<file path="config.mk">
export PLATFORM = sky130hd
export DESIGN_NAME = hscale_coff_gen
export DESIGN_NICKNAME = d
export VERILOG_FILES = /design/src/rtl/hscale_coff_gen_pkg.sv /design/src/rtl/hscale_phase_acc.sv /design/src/rtl/hscale_coff_gen.sv
export SDC_FILE = /design/constraint.sdc
export NUM_CORES = 1
export LEC_CHECK = 0
export BUFFER_PORTS_ARGS = -buffer_cell sky130_fd_sc_hd__buf_2
export CAP_MARGIN = 20
export CORE_ASPECT_RATIO = 0.6
export CORE_UTILIZATION = 52
export CTS_CLUSTER_DIAMETER = 150
export CTS_CLUSTER_SIZE = 12
export DETAILED_ROUTE_END_ITERATION = 10
export GPL_TIMING_DRIVEN = 0
export PLACE_DENSITY = 0.8
export SKIP_LAST_GASP = 1
export SLEW_MARGIN = 10
export SYNTH_ARGS = -nofsm -noshare
export SYNTH_HDL_FRONTEND = slang
export SYNTH_HIERARCHICAL = 1
export SYNTH_SLANG_ARGS = --single-unit
</file>
<file path="constraint.sdc">
create_clock -name sys_clk -period 3.74 [get_ports sys_clk]
set_clock_uncertainty 0.1 [all_clocks]
set_input_delay 0.561 -clock sys_clk [delete_from_list [all_inputs] [get_ports sys_clk]]
set_output_delay 0.561 -clock sys_clk [all_outputs]
set_load 0.005 [all_outputs]
</file>
<file path="src/rtl/hscale_coff_gen_pkg.sv">
// Shared definitions for the horizontal scaler front end.
// Holds the legal step range (unsigned 8.8), the full-scale weight,
// the line-tracking state encoding and the step clamp helper.
package hscale_coff_gen_pkg;

  localparam logic [15:0] STEP_ONE  = 16'h0100;  // 1.0 in 8.8
  localparam logic [15:0] STEP_MAX  = 16'h0400;  // 4.0 in 8.8
  localparam logic [7:0]  COFF_FULL = 8'd255;

  typedef enum logic [1:0] {
    WAIT_BLANK = 2'd0,
    IDLE       = 2'd1,
    RUN        = 2'd2
  } state_e;

  // Force the step into [STEP_ONE, STEP_MAX]. A step below 1.0 would need
  // more than one output per input pixel, which this block cannot produce.
  function automatic logic [15:0] clamp_step(input logic [15:0] s);
    if (s < STEP_ONE) return STEP_ONE;
    if (s > STEP_MAX) return STEP_MAX;
    return s;
  endfunction

  function automatic logic step_out_of_range(input logic [15:0] s);
    return (s < STEP_ONE) || (s > STEP_MAX);
  endfunction

endpackage

</file>
<file path="src/rtl/hscale_phase_acc.sv">
// Phase accumulator for the horizontal scaler.
// Holds the output-pixel source position pos (integer.frac, 8 frac bits)
// and the step latched at line start.
//   sys_clk, sys_rst : clock, async active-high reset
//   load_i           : line start; clears pos and latches step_i
//   step_i           : clamped step (8.8)
//   en_i             : a valid, non-saturated pixel with index n_i is present
//   n_i              : index of the current source pixel
//   advance_o        : an output pixel lands between pixels n_i-1 and n_i
//   frac_o           : fractional part of pos (weight of the right pixel)
module hscale_phase_acc
  import hscale_coff_gen_pkg::*;
#(
  parameter int CNT_WIDTH = 12
) (
  input  logic                 sys_clk,
  input  logic                 sys_rst,
  input  logic                 load_i,
  input  logic [15:0]          step_i,
  input  logic                 en_i,
  input  logic [CNT_WIDTH-1:0] n_i,
  output logic                 advance_o,
  output logic [7:0]           frac_o
);

  logic [CNT_WIDTH+7:0] pos_q, pos_d;
  logic [15:0]          step_q, step_d;
  logic [CNT_WIDTH:0]   target;

  // One extra bit so pos_int + 1 cannot wrap onto a small index.
  assign target    = {1'b0, pos_q[CNT_WIDTH+7:8]} + (CNT_WIDTH+1)'(1);
  assign advance_o = en_i && ({1'b0, n_i} == target);
  assign frac_o    = pos_q[7:0];

  always_comb begin
    pos_d  = pos_q;
    step_d = step_q;
    if (load_i) begin
      pos_d  = '0;
      step_d = step_i;
    end else if (advance_o) begin
      pos_d = pos_q + (CNT_WIDTH+8)'(step_q);
    end
  end

  always_ff @(posedge sys_clk or posedge sys_rst) begin
    if (sys_rst) begin
      pos_q  <= '0;
      step_q <= '0;
    end else begin
      pos_q  <= pos_d;
      step_q <= step_d;
    end
  end

endmodule

</file>
<file path="src/rtl/hscale_coff_gen.sv">
// Horizontal bilinear scale-down front end. Pairs each pixel with its
// predecessor, attaches the horizontal weights for that pair and flags the
// pairs that produce an output pixel. Vertical weights are latched per line
// and forwarded. All outputs are registered one cycle after the input edge.
//   sys_clk, sys_rst          : clock, async active-high reset
//   scale_step                : src/dst ratio, 8.8, latched at line start
//   v_a_coff, v_b_coff        : vertical weights, latched at line start
//   pix_in, data_en_in        : pixel stream, data_en_in high for one line
//   a, b, a_coff, b_coff      : pair and horizontal weights
//   a_coff_next, b_coff_next  : latched vertical weights
//   data_en_out, scale_en_out : line-valid and output-pixel strobes
//   line_out_cnt              : output pixels in the last completed line
//   step_err                  : the latched step was clamped
module hscale_coff_gen
  import hscale_coff_gen_pkg::*;
#(
  parameter int DATA_WIDTH = 8,
  parameter int CNT_WIDTH  = 12
) (
  input  logic                  sys_clk,
  input  logic                  sys_rst,
  input  logic [15:0]           scale_step,
  input  logic [7:0]            v_a_coff,
  input  logic [7:0]            v_b_coff,
  input  logic [DATA_WIDTH-1:0] pix_in,
  input  logic                  data_en_in,
  output logic [DATA_WIDTH-1:0] a,
  output logic [DATA_WIDTH-1:0] b,
  output logic [7:0]            a_coff,
  output logic [7:0]            b_coff,
  output logic [7:0]            a_coff_next,
  output logic [7:0]            b_coff_next,
  output logic                  data_en_out,
  output logic                  scale_en_out,
  output logic [CNT_WIDTH-1:0]  line_out_cnt,
  output logic                  step_err
);

  state_e state_q, state_d;

  logic [DATA_WIDTH-1:0] prev_q, a_q, b_q;
  logic [7:0]            a_coff_q, b_coff_q, a_next_q, b_next_q;
  logic                  de_q, sen_q, err_q;
  logic [CNT_WIDTH-1:0]  n_q, out_cnt_q, line_cnt_q;

  logic line_start, run_pix, line_end, n_sat, advance;
  logic [7:0] frac;

  assign line_start = (state_q == IDLE) && data_en_in;
  assign run_pix    = (state_q == RUN) && data_en_in;
  assign line_end   = (state_q == RUN) && !data_en_in;
  // Once n hits all-ones it stays there and no more outputs are produced.
  assign n_sat      = &n_q;

  hscale_phase_acc #(.CNT_WIDTH(CNT_WIDTH)) u_acc (
    .sys_clk   (sys_clk),
    .sys_rst   (sys_rst),
    .load_i    (line_start),
    .step_i    (clamp_step(scale_step)),
    .en_i      (run_pix && !n_sat),
    .n_i       (n_q),
    .advance_o (advance),
    .frac_o    (frac)
  );

  always_comb begin
    state_d = state_q;
    unique case (state_q)
      WAIT_BLANK: if (!data_en_in) state_d = IDLE;
      IDLE:       if (data_en_in)  state_d = RUN;
      RUN:        if (!data_en_in) state_d = IDLE;
      default:                     state_d = WAIT_BLANK;
    endcase
  end

  always_ff @(posedge sys_clk or posedge sys_rst) begin
    if (sys_rst) state_q <= WAIT_BLANK;
    else         state_q <= state_d;
  end

  always_ff @(posedge sys_clk or posedge sys_rst) begin
    if (sys_rst) begin
      prev_q     <= '0;
      a_q        <= '0;
      b_q        <= '0;
      a_coff_q   <= '0;
      b_coff_q   <= '0;
      a_next_q   <= '0;
      b_next_q   <= '0;
      de_q       <= 1'b0;
      sen_q      <= 1'b0;
      err_q      <= 1'b0;
      n_q        <= '0;
      out_cnt_q  <= '0;
      line_cnt_q <= '0;
    end else begin
      de_q  <= line_start || run_pix;
      sen_q <= advance;
      if (line_start) begin
        err_q     <= step_out_of_range(scale_step);
        a_next_q  <= v_a_coff;
        b_next_q  <= v_b_coff;
        out_cnt_q <= '0;
        n_q       <= CNT_WIDTH'(1);  // the first pixel is n = 0
        prev_q    <= pix_in;
      end
      if (run_pix) begin
        a_q      <= prev_q;
        b_q      <= pix_in;
        prev_q   <= pix_in;
        b_coff_q <= frac;
        a_coff_q <= COFF_FULL - frac;
        if (!n_sat)  n_q       <= n_q + CNT_WIDTH'(1);
        if (advance) out_cnt_q <= out_cnt_q + CNT_WIDTH'(1);
      end
      if (line_end) line_cnt_q <= out_cnt_q;
    end
  end

  assign a            = a_q;
  assign b            = b_q;
  assign a_coff       = a_coff_q;
  assign b_coff       = b_coff_q;
  assign a_coff_next  = a_next_q;
  assign b_coff_next  = b_next_q;
  assign data_en_out  = de_q;
  assign scale_en_out = sen_q;
  assign line_out_cnt = line_cnt_q;
  assign step_err     = err_q;

endmodule

</file>
==> results of run 1 <==
==> flip-flops by register name, summed over array words and instances (netlist names), 8 cells and up <==
register	count
line_out_cnt	12
a	8
out_cnt_q	12
b	8
b_coff	8
n_q	12
b_coff_next	8
u_acc/pos_q	20
a_coff	8
prev_q	8
u_acc/step_q	16
a_coff_next	8
==> cell type report <==
| cell class | instances | share of cell area, % |
|---|---|---|
| Inverter | 14 | 0.680 |
| Multi-Input combinational cell | 496 | 39.7 |
| Sequential cell | 133 | 41.1 |
| Clock buffer | 20 | 5.52 |
| Tap cell | 165 | 2.55 |
| Buffer | 33 | 2.32 |
| Timing Repair Buffer | 106 | 6.86 |
| Clock inverter | 12 | 1.22 |
==> logic make-up (layout without fill, tap and decap cells) <==
logic type	after synthesis	in the layout	share of synthesized area [%]
and+or+nand+nor	285	285	20.1
other	1	5	0.0556
xor gates and xnor gates	38	38	4.93
DFF	133	133	49.3
adders and majority gates	20	20	3.82
buffers and inverters	48	185	3.58
muxes	49	49	7.94
AOI/OAI and AO/OA	99	99	10.2
==> what timing repair did <==
action | in CTS | in global routing
resized for setup | 2 | 3
hold buffers | 0 | 0
pin swaps | 3 | 1
endpoints found under the hold margin | 0 | 0
buffers inserted | 1 | 0
setup endpoints to repair | 23 | 20
==> routing by layer <==
layer | global-route usage (%) | part of all wire, % | vias to the layer above
met5 | 0 | 0 | -
met4 | 6.38 | 0.64 | 0
met3 | 6.45 | 8.0 | 10
met2 | 36.1 | 43 | 223
met1 | 37.2 | 48 | 2739
li1 | - | - | 2601
==> where the power goes <==
group	switching [uW]	leakage [uW]	internal (uW)
registers	176	0.00173	1640
logic	511	0.00212	428
clock network	662	0.000244	875
total	1350	0.00409	2940
==> cell usage after synthesis, drive strengths merged, types with 2 or more instances <==
cell / n / area [um2]
o31ai: 4 / 30.0
o41ai: 2 / 36.3
nor3: 14 / 70.1
o21a: 8 / 60.1
nand2: 149 / 559
o31a: 3 / 26.3
xnor2: 29 / 254
or2: 3 / 18.8
nor4: 10 / 68.8
dfrtp: 133 / 3330
clkbuf: 13 / 48.8
nor2: 31 / 116
mux2: 36 / 405
a21oi: 22 / 110
or4: 5 / 46.3
buf: 21 / 140
and2: 9 / 56.3
nand2b: 4 / 25.0
nand3: 21 / 123
and3: 12 / 81.3
o211ai: 3 / 22.5
ha: 19 / 238
a31oi: 4 / 25.0
inv: 14 / 52.6
a211oi: 6 / 45.0
nor3b: 3 / 22.5
nand4: 14 / 87.6
or3: 3 / 21.3
and3b: 2 / 17.5
a211o: 7 / 63.8
o22ai: 3 / 18.8
xor2: 9 / 78.8
a21o: 14 / 106
o211a: 2 / 20.0
o21ai: 16 / 80.1
mux2i: 13 / 130
==> metrics by stage <==
stage	worst slack (ns)	hold WS [ns]	TNS (ns)	total power (uW)
after floorplan	0.133	0.335	0	2420
after global placement	-0.481	0.346	-49.30	2690
after detailed placement	-0.561	0.354	-10.25	2750
after CTS	-0.0103	0.0754	-0.0142	4310
after global routing	0.00656	0.0982	0	4510
final	0.124	0.0596	0	4290
==> final timing paths <==
path | endpoint | slack, ns | cells after the start
min | b_coff[4] | 0.06 | 2
max in group asynchronous | n_q[0] | 2.77 | 3
min reg2reg | a[1] | 0.37 | 2
max reg2reg | u_acc/pos_q[17] | 0.12 | 12
max | u_acc/pos_q[17] | 0.12 | 12
min in group sys_clk | b_coff_next[0] | 0.24 | 3
==> results by group, run 1 <==
Setup path
  – CP arrival: 3.85 ns
  – Crit path kind: flip-flop to flip-flop
  – CP startpoint: state_q[0]
  – Startpoint types: flip-flop
  – CP delay by family, top: simple AND/OR/NAND/NOR gates
  – Crit Path Max Fanout: 10
  – Max incr delay on CP: 0.55 ns
  – Crit path capture type: flip-flop
  – R2R Path Start: state_q[0]
  – Req. time, crit path: 3.97 ns
  – Slowest CP cell: or4_4
  – Crit path cell chain: and3b_1, clkbuf_4, o41ai_4, inv_2, buf_6, and3_1, nand4_1, or4_4, or4_4, buf_6, or4_1, a21oi_1
  – WP buf/inv: 4

Clock tree
  – Reg clk slew, reported paths: 0.06 ns
  – Clock buffer depth: 2
  – CTS Buf Count: 17
  – CTS tree: yes
  – Skew-Pair Late Insertion Delay: 0.42 ns
  – Clock Root Buffer: clkbuf_16
  – H-tree depth: 4
  – CTS Sinks: 133

Placed design
  – Global placement routability congestion: 0.896
  – DP HPWL: 11500 um
  – Area post-placement: 7520 um2
  – Number of I/O port buffers: 104
  – Placed Cells: 947

Power and ir drop
  – Worst VDD drop: 384 uV
  – Pwr dens: 530 nW/um2
  – Leak Pwr: 0.00409 uW

Global route
  – Total grt overflow: 0
  – Initial antenna violation count: 0
  – Vias in the first global route: 5267
  – Tot GR Track Use: 25.0%
  – First-pass GRT wire length: 26300 um
  – Largest net degree at the start of global routing: 66

Floorplan
  – Initial Util: 54.7%
  – DIE HEIGHT: 90.2 um
  – Rows: 31
  – Total die area: 13400 um2
  – Die X: 149 um
  – Area of the core: 12300 um2
  – Ports: 106

Finish
  – Antenna diodes: 0
  – Layout area overhead: 20.1%
  – Share of post-route cells with drive strength above 1: 26.3%
  – Area of the multi-input gates: 3220 um2
  – Post-route insts no fill: 979
  – Fin util: 65.7%
  – Cell area after layout: 8100 um2
  – Nets@finish: 864
  – Most common cell after layout, fill and taps aside: nand2_1
  – Most frequent cells in the layout: nand2_1 (149), dfrtp_1 (132), buf_2 (104), mux2_2 (36), nor2_1 (31)
  – Register Area: 3330 um2
  – Fillcell total: 964

STA
  – Relative slew slack: 46.4%
  – Slew @ Worst Pin: 0.797 ns
  – Period utilisation layout: 96.7%
  – Max Clock Freq: 277 MHz
  – Final Setup Violations: 0
  – Final Critical Period: 3.62 ns
  – Final Hold Fails: 0
  – Final Max Tran Viols: 0
  – RSZ-0062 raised after global routing: no

Worst hold path
  – Hold WC Path Type: input pin to asynchronous set/reset pin

Synthesis
  – Synth Warn #: 6
  – Yosys reg bits: 133
  – Ys async rst share: 100%
  – Post-synthesis cell type count: 62
  – Post-synthesis sequential area ratio: 49.3%
  – Post-synth top flop: dfrtp_1
  – EDFF count, synth: 0
  – Avg Cell Area, Syn: 10.0 um2
  – Mapped cell area: 6750 um2
  – Cells after synthesis: 673

Routing
  – DR DRC count: 0
  – DR vias: 5573
  – Routed Antenna Nets: 0
  – Iteration-0 DRC Markers: 419
  – DR pass1 iterations: 5
  – Post-Route WL: 16000 um
  – DR vias/cell: 5.69
  – Drt wl/cell: 16.3 um

Status
  – Run status: completed

Flow run
  – Max-cap violation count: 0
No activity file was read; power rests on OpenSTA's default activity.
==> run 2: changes to the inputs <==
--- a/config.mk
+++ b/config.mk
@@ -5,6 +5,7 @@
 export SDC_FILE = /design/constraint.sdc
 export NUM_CORES = 1
 export LEC_CHECK = 0
+export ABC_AREA = 1
 export BUFFER_PORTS_ARGS = -buffer_cell sky130_fd_sc_hd__buf_2
 export CAP_MARGIN = 20
 export CORE_ASPECT_RATIO = 0.6
@@ -13,7 +14,7 @@
 export CTS_CLUSTER_SIZE = 12
 export DETAILED_ROUTE_END_ITERATION = 10
 export GPL_TIMING_DRIVEN = 0
-export PLACE_DENSITY = 0.8
+export PLACE_DENSITY = 0.76
 export SKIP_LAST_GASP = 1
 export SLEW_MARGIN = 10
 export SYNTH_ARGS = -nofsm -noshare
==> results by group, run 2 <==
Status
  – Run status: completed

Floorplan
  – Total die area: 14900 um2 (+11%)
  – Rows: 33 (+6.5%)
  – DIE HEIGHT: 94.9 um (+5.2%)
  – Die X: 157 um (+5.3%)
  – Area of the core: 13800 um2 (+12%)
  – Ports: 106 (unchanged)
  – Initial Util: 54.1% (-0.57 points)

Global route
  – Vias in the first global route: 6205 (+18%)
  – Global routing usage on met2: 37.1% (+1.0 points)
  – Total grt overflow: 0 (unchanged)
  – Tot GR Track Use: 27.3% (+2.3 points)
  – Met1 GRT Util: 43.3% (+6.1 points)
  – Initial antenna violation count: 0 (unchanged)
  – Busiest grt layer: met1
  – First-pass GRT wire length: 31300 um (+19%)
  – Largest net degree at the start of global routing: 63 (-4.5%)
  – M3 GR Usage: 5.69% (-0.76 points)

Routing
  – DR vias: 6986 (+25%)
  – DR pass1 iterations: 7 (+2)
  – Drt wl/cell: 14.2 um (-13%)
  – Post-Route WL: 19100 um (+20%)
  – DR DRC count: 0 (unchanged)
  – DR vias/cell: 5.17 (-9.1%)
  – Routed Antenna Nets: 0 (unchanged)
  – Iteration-0 DRC Markers: 767 (+83%)

STA
  – Period utilisation layout: 87.2% (-9.5 points)
  – Final Setup Violations: 0 (unchanged)
  – Hold WS: 0.198 ns (+0.138 ns)
  – Slew @ Worst Pin: 0.773 ns (-0.0241 ns)
  – Final Hold Fails: 0 (unchanged)
  – RSZ-0062 raised after global routing: no
  – Max Clock Freq: 307 MHz (+11%)
  – Final Max Tran Viols: 0 (unchanged)
  – Setup ws final: 0.479 ns (+0.355 ns)
  – Relative slew slack: 48.5% (+2.0 points)
  – Final Critical Period: 3.26 ns (-0.355 ns)

Power and ir drop
  – Leak Pwr: 0.00490 uW (+20%)
  – Pwr dens: 466 nW/um2 (-12%)
  – Worst VDD drop: 293 uV (-24%)

Clock tree
  – CTS Sinks: 133 (unchanged)
  – Reg clk slew, reported paths: 0.06 ns (about the same)
  – Post-CTS Resized: 0 (-2)
  – H-tree depth: 4 (unchanged)
  – CTS tree: yes
  – Skew-Pair Late Insertion Delay: 0.42 ns (about the same)
  – Count of hold-fix buffers inserted at cts: 0 (unchanged)
  – Post-CTS Setup Bufs: 0 (-1)
  – Clock buffer depth: 2 (unchanged)
  – CTS Buf Count: 17 (unchanged)
  – Clock Root Buffer: clkbuf_16

Finish
  – Post-route insts no fill: 1350 (+38%)
  – Most frequent cells in the layout: nand2_1 (408), dfrtp_1 (133), buf_2 (114), nand3_1 (93), inv_1 (89)
  – Largest Register: u_acc/pos_q
  – Cell area after layout: 8880 um2 (+9.7%)
  – Layout area overhead: 18.7%
  – Nets@finish: 1208 (+40%)
  – Largest register FFs: 20 (unchanged)
  – Share of post-route cells with drive strength above 1: 17.1% (-9.2 points)
  – Largest regs: u_acc/pos_q (20), u_acc/step_q (16)
  – Most common cell after layout, fill and taps aside: nand2_1
  – Antenna diodes: 0 (unchanged)
  – Fin util: 64.2% (-1.4 points)

Synthesis
  – Post-synthesis sequential area ratio: 44.5% (-4.9 points)
  – Yosys reg bits: 133 (unchanged)
  – Biggest area consumer among synthesized cells: dfrtp_1
  – Post-synth top flop: dfrtp_1
  – Cells after synthesis: 1016 (+51%)
  – Mapped cell area: 7490 um2 (+11%)
  – Synth top area cells: dfrtp_1 (44%), nand2_1 (20%), nand3_1 (6.2%)
  – Yosys top cell area share: 44.5% (-4.9 points)
  – Avg Cell Area, Syn: 7.37 um2 (-26%)
  – Synth Warn #: 6 (unchanged)
  – Post-synthesis cell type count: 40 (-35%)
  – Post-synth top cells: nand2_1 (408), dfrtp_1 (133), nand3_1 (93), inv_1 (91), nor2_1 (86)
  – Ys async rst share: 100% (unchanged)
  – EDFF count, synth: 0 (unchanged)
  – Most frequent cell after synthesis: nand2_1

Setup path
  – Req. time, crit path: 3.99 ns (+0.02 ns)
  – Crit path kind: flip-flop to flip-flop
  – Crit path capture type: flip-flop
  – Register-to-Register Path Depth: 19 (+7)
  – Startpoint types: flip-flop
  – Crit Path Max Fanout: 15 (+5)
  – CP arrival: 3.51 ns (-0.34 ns)

Placed design
  – DP HPWL: 14200 um (+24%)
  – Area post-placement: 8290 um2 (+10%)
  – Post-place setup slack: 0.534 ns (+1.09 ns)
  – Placed Cells: 1318 (+39%)
  – Global placement routability congestion: 0.925 (+3.3%)
  – Number of I/O port buffers: 105 (+0.96%)

Worst hold path
  – Hold WC Path Type: input pin to asynchronous set/reset pin

Flow run
  – Max-cap violation count: 0 (unchanged)
## run 2: layout make-up
type                       count  area (um2)
sequential                   133        3330
clock buffer                  18         429
buffer                        37         245
clock inverter                14         164
multi-input combinational    754        3570
timing repair buffer         106         546
tap                          192         240
fill                        1185        4950
inverter                      96         363
## run 2: cell families after synthesis
family | count (synthesis) | share of synthesized area, %
AO/OA/AOI/OAI | 73 | 5.33
flip-flops | 133 | 44.5
AND/OR/NAND/NOR | 630 | 35.5
buffers and inverters | 133 | 8.09
XOR/XNOR | 23 | 2.69
adder cells (fa/ha/maj) | 20 | 3.44
other | 1 | 0.0501
multiplexers | 3 | 0.451
## run 2: worst paths after layout
kind,from,end,slack (ns)
setup / recovery,n_q[0],out_cnt_q[10],0.48
hold / removal,sys_rst,b_coff[3],0.20
setup reg to reg,n_q[0],out_cnt_q[10],0.48
hold reg to reg,b_coff_next[5],b_coff_next[5],0.37
max in group asynchronous,sys_rst,out_cnt_q[4],2.67
min in group sys_clk,v_a_coff[0],a_coff_next[0],0.24
## run 2: per-layer routing
metal | vias up | wire length, um | part of all wire, %
met3 | 14 | 1610 | 8.4
met2 | 269 | 7380 | 39
met4 | 0 | 149 | 0.78
met1 | 3257 | 10000 | 52
met5 | - | 0 | 0
li1 | 3446 | - | -
## run 2: metrics by stage
| stage | total power, uW | TNS [ns] |
|---|---|---|
| 2_1_floorplan | 2160 | 0 |
| 3_3_place_gp | 2410 | -51.47 |
| 3_5_place_dp | 2440 | 0 |
| 4_1_cts | 4150 | 0 |
| 5_1_grt | 4340 | 0 |
| 6_report | 4140 | 0 |
## run 2: worst max-delay path, cell delays in order (launching register included)
cell and delay, ns:
dfrtp_1 0.43, ha_1 0.24, nand2_1 0.20, nor2_4 0.07, nand3_1 0.11, nand2_2 0.13
inv_2 0.15, nand3_1 0.09, nor2_1 0.24, nand3_1 0.11, nor2_1 0.17, nand4_2 0.13
nor2_4 0.14, buf_6 0.22, nand2_1 0.07, nor2_1 0.17, nand2_1 0.09, o21ai_1 0.16
nand3_1 0.09, nand2_1 0.06
## run 2: where the power goes
part           internal (uW)  switching (uW)  total [uW]
logic                    278             408         686
registers               1620             124        1740
clock network           1000             713        1720
==> run 3: changes to the inputs <==
--- a/config.mk
+++ b/config.mk
@@ -13,7 +13,6 @@
 export CTS_CLUSTER_DIAMETER = 150
 export CTS_CLUSTER_SIZE = 12
 export DETAILED_ROUTE_END_ITERATION = 10
-export GPL_TIMING_DRIVEN = 0
 export PLACE_DENSITY = 0.76
 export SKIP_LAST_GASP = 1
 export SLEW_MARGIN = 10
==> results by group, run 3 (same netlist as run 2, synthesis figures left out) <==
Setup path
  – CP arrival: 3.25 ns (-0.26 ns)
  – Req. time, crit path: 3.94 ns (-0.05 ns)
  – Startpoint types: flip-flop
  – Crit path capture type: flip-flop
  – Crit Path Max Fanout: 20 (+5)
  – Crit path kind: flip-flop to flip-flop

Finish
  – Largest regs: u_acc/pos_q (20), u_acc/step_q (16)
  – Antenna diodes: 0 (unchanged)
  – Most common cell after layout, fill and taps aside: nand2_1
  – Most frequent cells in the layout: nand2_1 (408), dfrtp_1 (133), buf_2 (105), nand3_1 (93), inv_1 (90)
  – Fillcell total: 1223 (+3.2%)
  – Nets@finish: 1180 (-2.3%)
  – Layout area overhead: 16.7%
  – Share of post-route cells with drive strength above 1: 15.6% (-1.5 points)
  – Largest Register: u_acc/pos_q
  – Largest register FFs: 20 (unchanged)
  – Fin util: 63.1% (-1.1 points)

Global route
  – Total grt overflow: 0 (unchanged)
  – Tot GR Track Use: 26.1% (-1.2 points)
  – Largest net degree at the start of global routing: 74 (+17%)
  – First-pass GRT wire length: 30400 um (-2.9%)
  – Initial antenna violation count: 0 (unchanged)
  – Vias in the first global route: 6130 (-1.2%)

Floorplan
  – DIE HEIGHT: 94.9 um (unchanged)
  – Ports: 106 (unchanged)
  – Area of the core: 13800 um2 (unchanged)
  – Rows: 33 (unchanged)
  – Total die area: 14900 um2 (unchanged)
  – Initial Util: 54.1% (unchanged)
  – Die X: 157 um (unchanged)

STA
  – Relative slew slack: 38.8% (-9.6 points)
  – Period utilisation layout: 81.6% (-5.6 points)
  – Total negative slack: 0 ns (unchanged)
  – RSZ-0062 raised after global routing: no
  – Slew @ Worst Pin: 0.915 ns (+0.142 ns)
  – Final Hold Fails: 0 (unchanged)
  – Final Setup Violations: 0 (unchanged)
  – Final Max Tran Viols: 0 (unchanged)
  – Final Critical Period: 3.05 ns (-0.211 ns)
  – Max Clock Freq: 328 MHz (+6.9%)

Clock tree
  – CTS tree: yes
  – CTS Buf Count: 17 (unchanged)
  – Skew-Pair Late Insertion Delay: 0.42 ns (about the same)
  – Post-CTS Setup Bufs: 0 (unchanged)
  – CTS Sinks: 133 (unchanged)
  – Post-CTS Resized: 0 (unchanged)
  – Clock Root Buffer: clkbuf_16
  – Reg clk slew, reported paths: 0.06 ns (about the same)
  – Clock buffer depth: 2 (unchanged)
  – Count of hold-fix buffers inserted at cts: 0 (unchanged)
  – H-tree depth: 4 (unchanged)

Placed design
  – Number of I/O port buffers: 105 (unchanged)
  – Global placement routability congestion: 0.925 (about the same)
  – DP HPWL: 13000 um (-8.8%)

Routing
  – Post-Route WL: 18400 um (-3.7%)
  – Drt wl/cell: 13.9 um (-1.7%)
  – DR vias/cell: 5.15 (-0.53%)
  – DR DRC count: 0 (unchanged)
  – Routed Antenna Nets: 0 (unchanged)
  – DR pass1 iterations: 5 (-2)
  – DR vias: 6805 (-2.6%)
  – Iteration-0 DRC Markers: 627 (-18%)

Power and ir drop
  – Worst VDD drop: 342 uV (+17%)
  – Leak Pwr: 0.00481 uW (-2.0%)
  – Pwr dens: 482 nW/um2 (+3.4%)

Flow run
  – Max-cap violation count: 0 (unchanged)

Status
  – Run status: completed

Worst hold path
  – Hold WC Path Type: input pin to asynchronous set/reset pin
run 3: cell type report:
type	instances	area [um2]	area share [%]
multi-input combinational	754	3570	40.8
inverter	96	363	4.15
sequential	133	3330	38.1
clock buffer	17	425	4.87
timing repair buffer	115	601	6.88
tap	192	240	2.75
clock inverter	15	210	2.41
run 3: worst paths after layout:
| kind | start | end | slack [ns] | depth (start not counted) |
|---|---|---|---|---|
| worst max-delay path | n_q[1] | u_acc/pos_q[4] | 0.69 | 15 |
| worst min-delay path | sys_rst | u_acc/pos_q[3] | 0.20 | 3 |
| worst max register to register | n_q[1] | u_acc/pos_q[4] | 0.69 | 15 |
| worst min register to register | out_cnt_q[8] | out_cnt_q[8] | 0.37 | 1 |
| max in group asynchronous | sys_rst | line_out_cnt[7] | 2.56 | 3 |
| min in group sys_clk | v_b_coff[2] | b_coff_next[2] | 0.24 | 3 |
run 3: power breakdown:
part           leakage, uW  internal (uW)  switching (uW)
Combinational      0.00277            266             400
Sequential         0.00174           1610             126
Clock             0.000306           1080             724
Total              0.00481           2960            1250
run 3: critical path, cell delays in order, from the launching register on:
cell,delay [ns]
dfrtp_1,0.44
ha_1,0.24
nand2_1,0.19
nor2_4,0.06
nand3_1,0.12
nand2_2,0.12
inv_2,0.11
nand3_1,0.08
nor2_1,0.14
nand3_1,0.09
nor2_1,0.09
nand2_1,0.06
nor2_1,0.08
nand3_1,0.66
nand3_1,0.28
nand2_1,0.07
run 3: per-stage QoR:
step           area [um2]  hold WS [ns]  power, uW  setup slack (ns)  instances
3_3_place_gp         8100         0.354       2400             0.884       1290
3_5_place_dp         8100         0.354       2420             0.737       1290
4_1_cts              8730         0.196       4230             0.742       1322
2_1_floorplan        7500         0.339       2160             0.545       1020
6_report             8730         0.197       4210             0.690       1322
5_1_grt              8730         0.235       4430             0.340       1322
run 3: layer usage:
layer,part of all wire [%],track usage (%),vias to the layer above
met1,51,40.2,3150
met2,40,36.2,243
li1,-,-,3396
met5,0,0,-
met4,1.0,7.27,0
met3,7.7,5.78,16
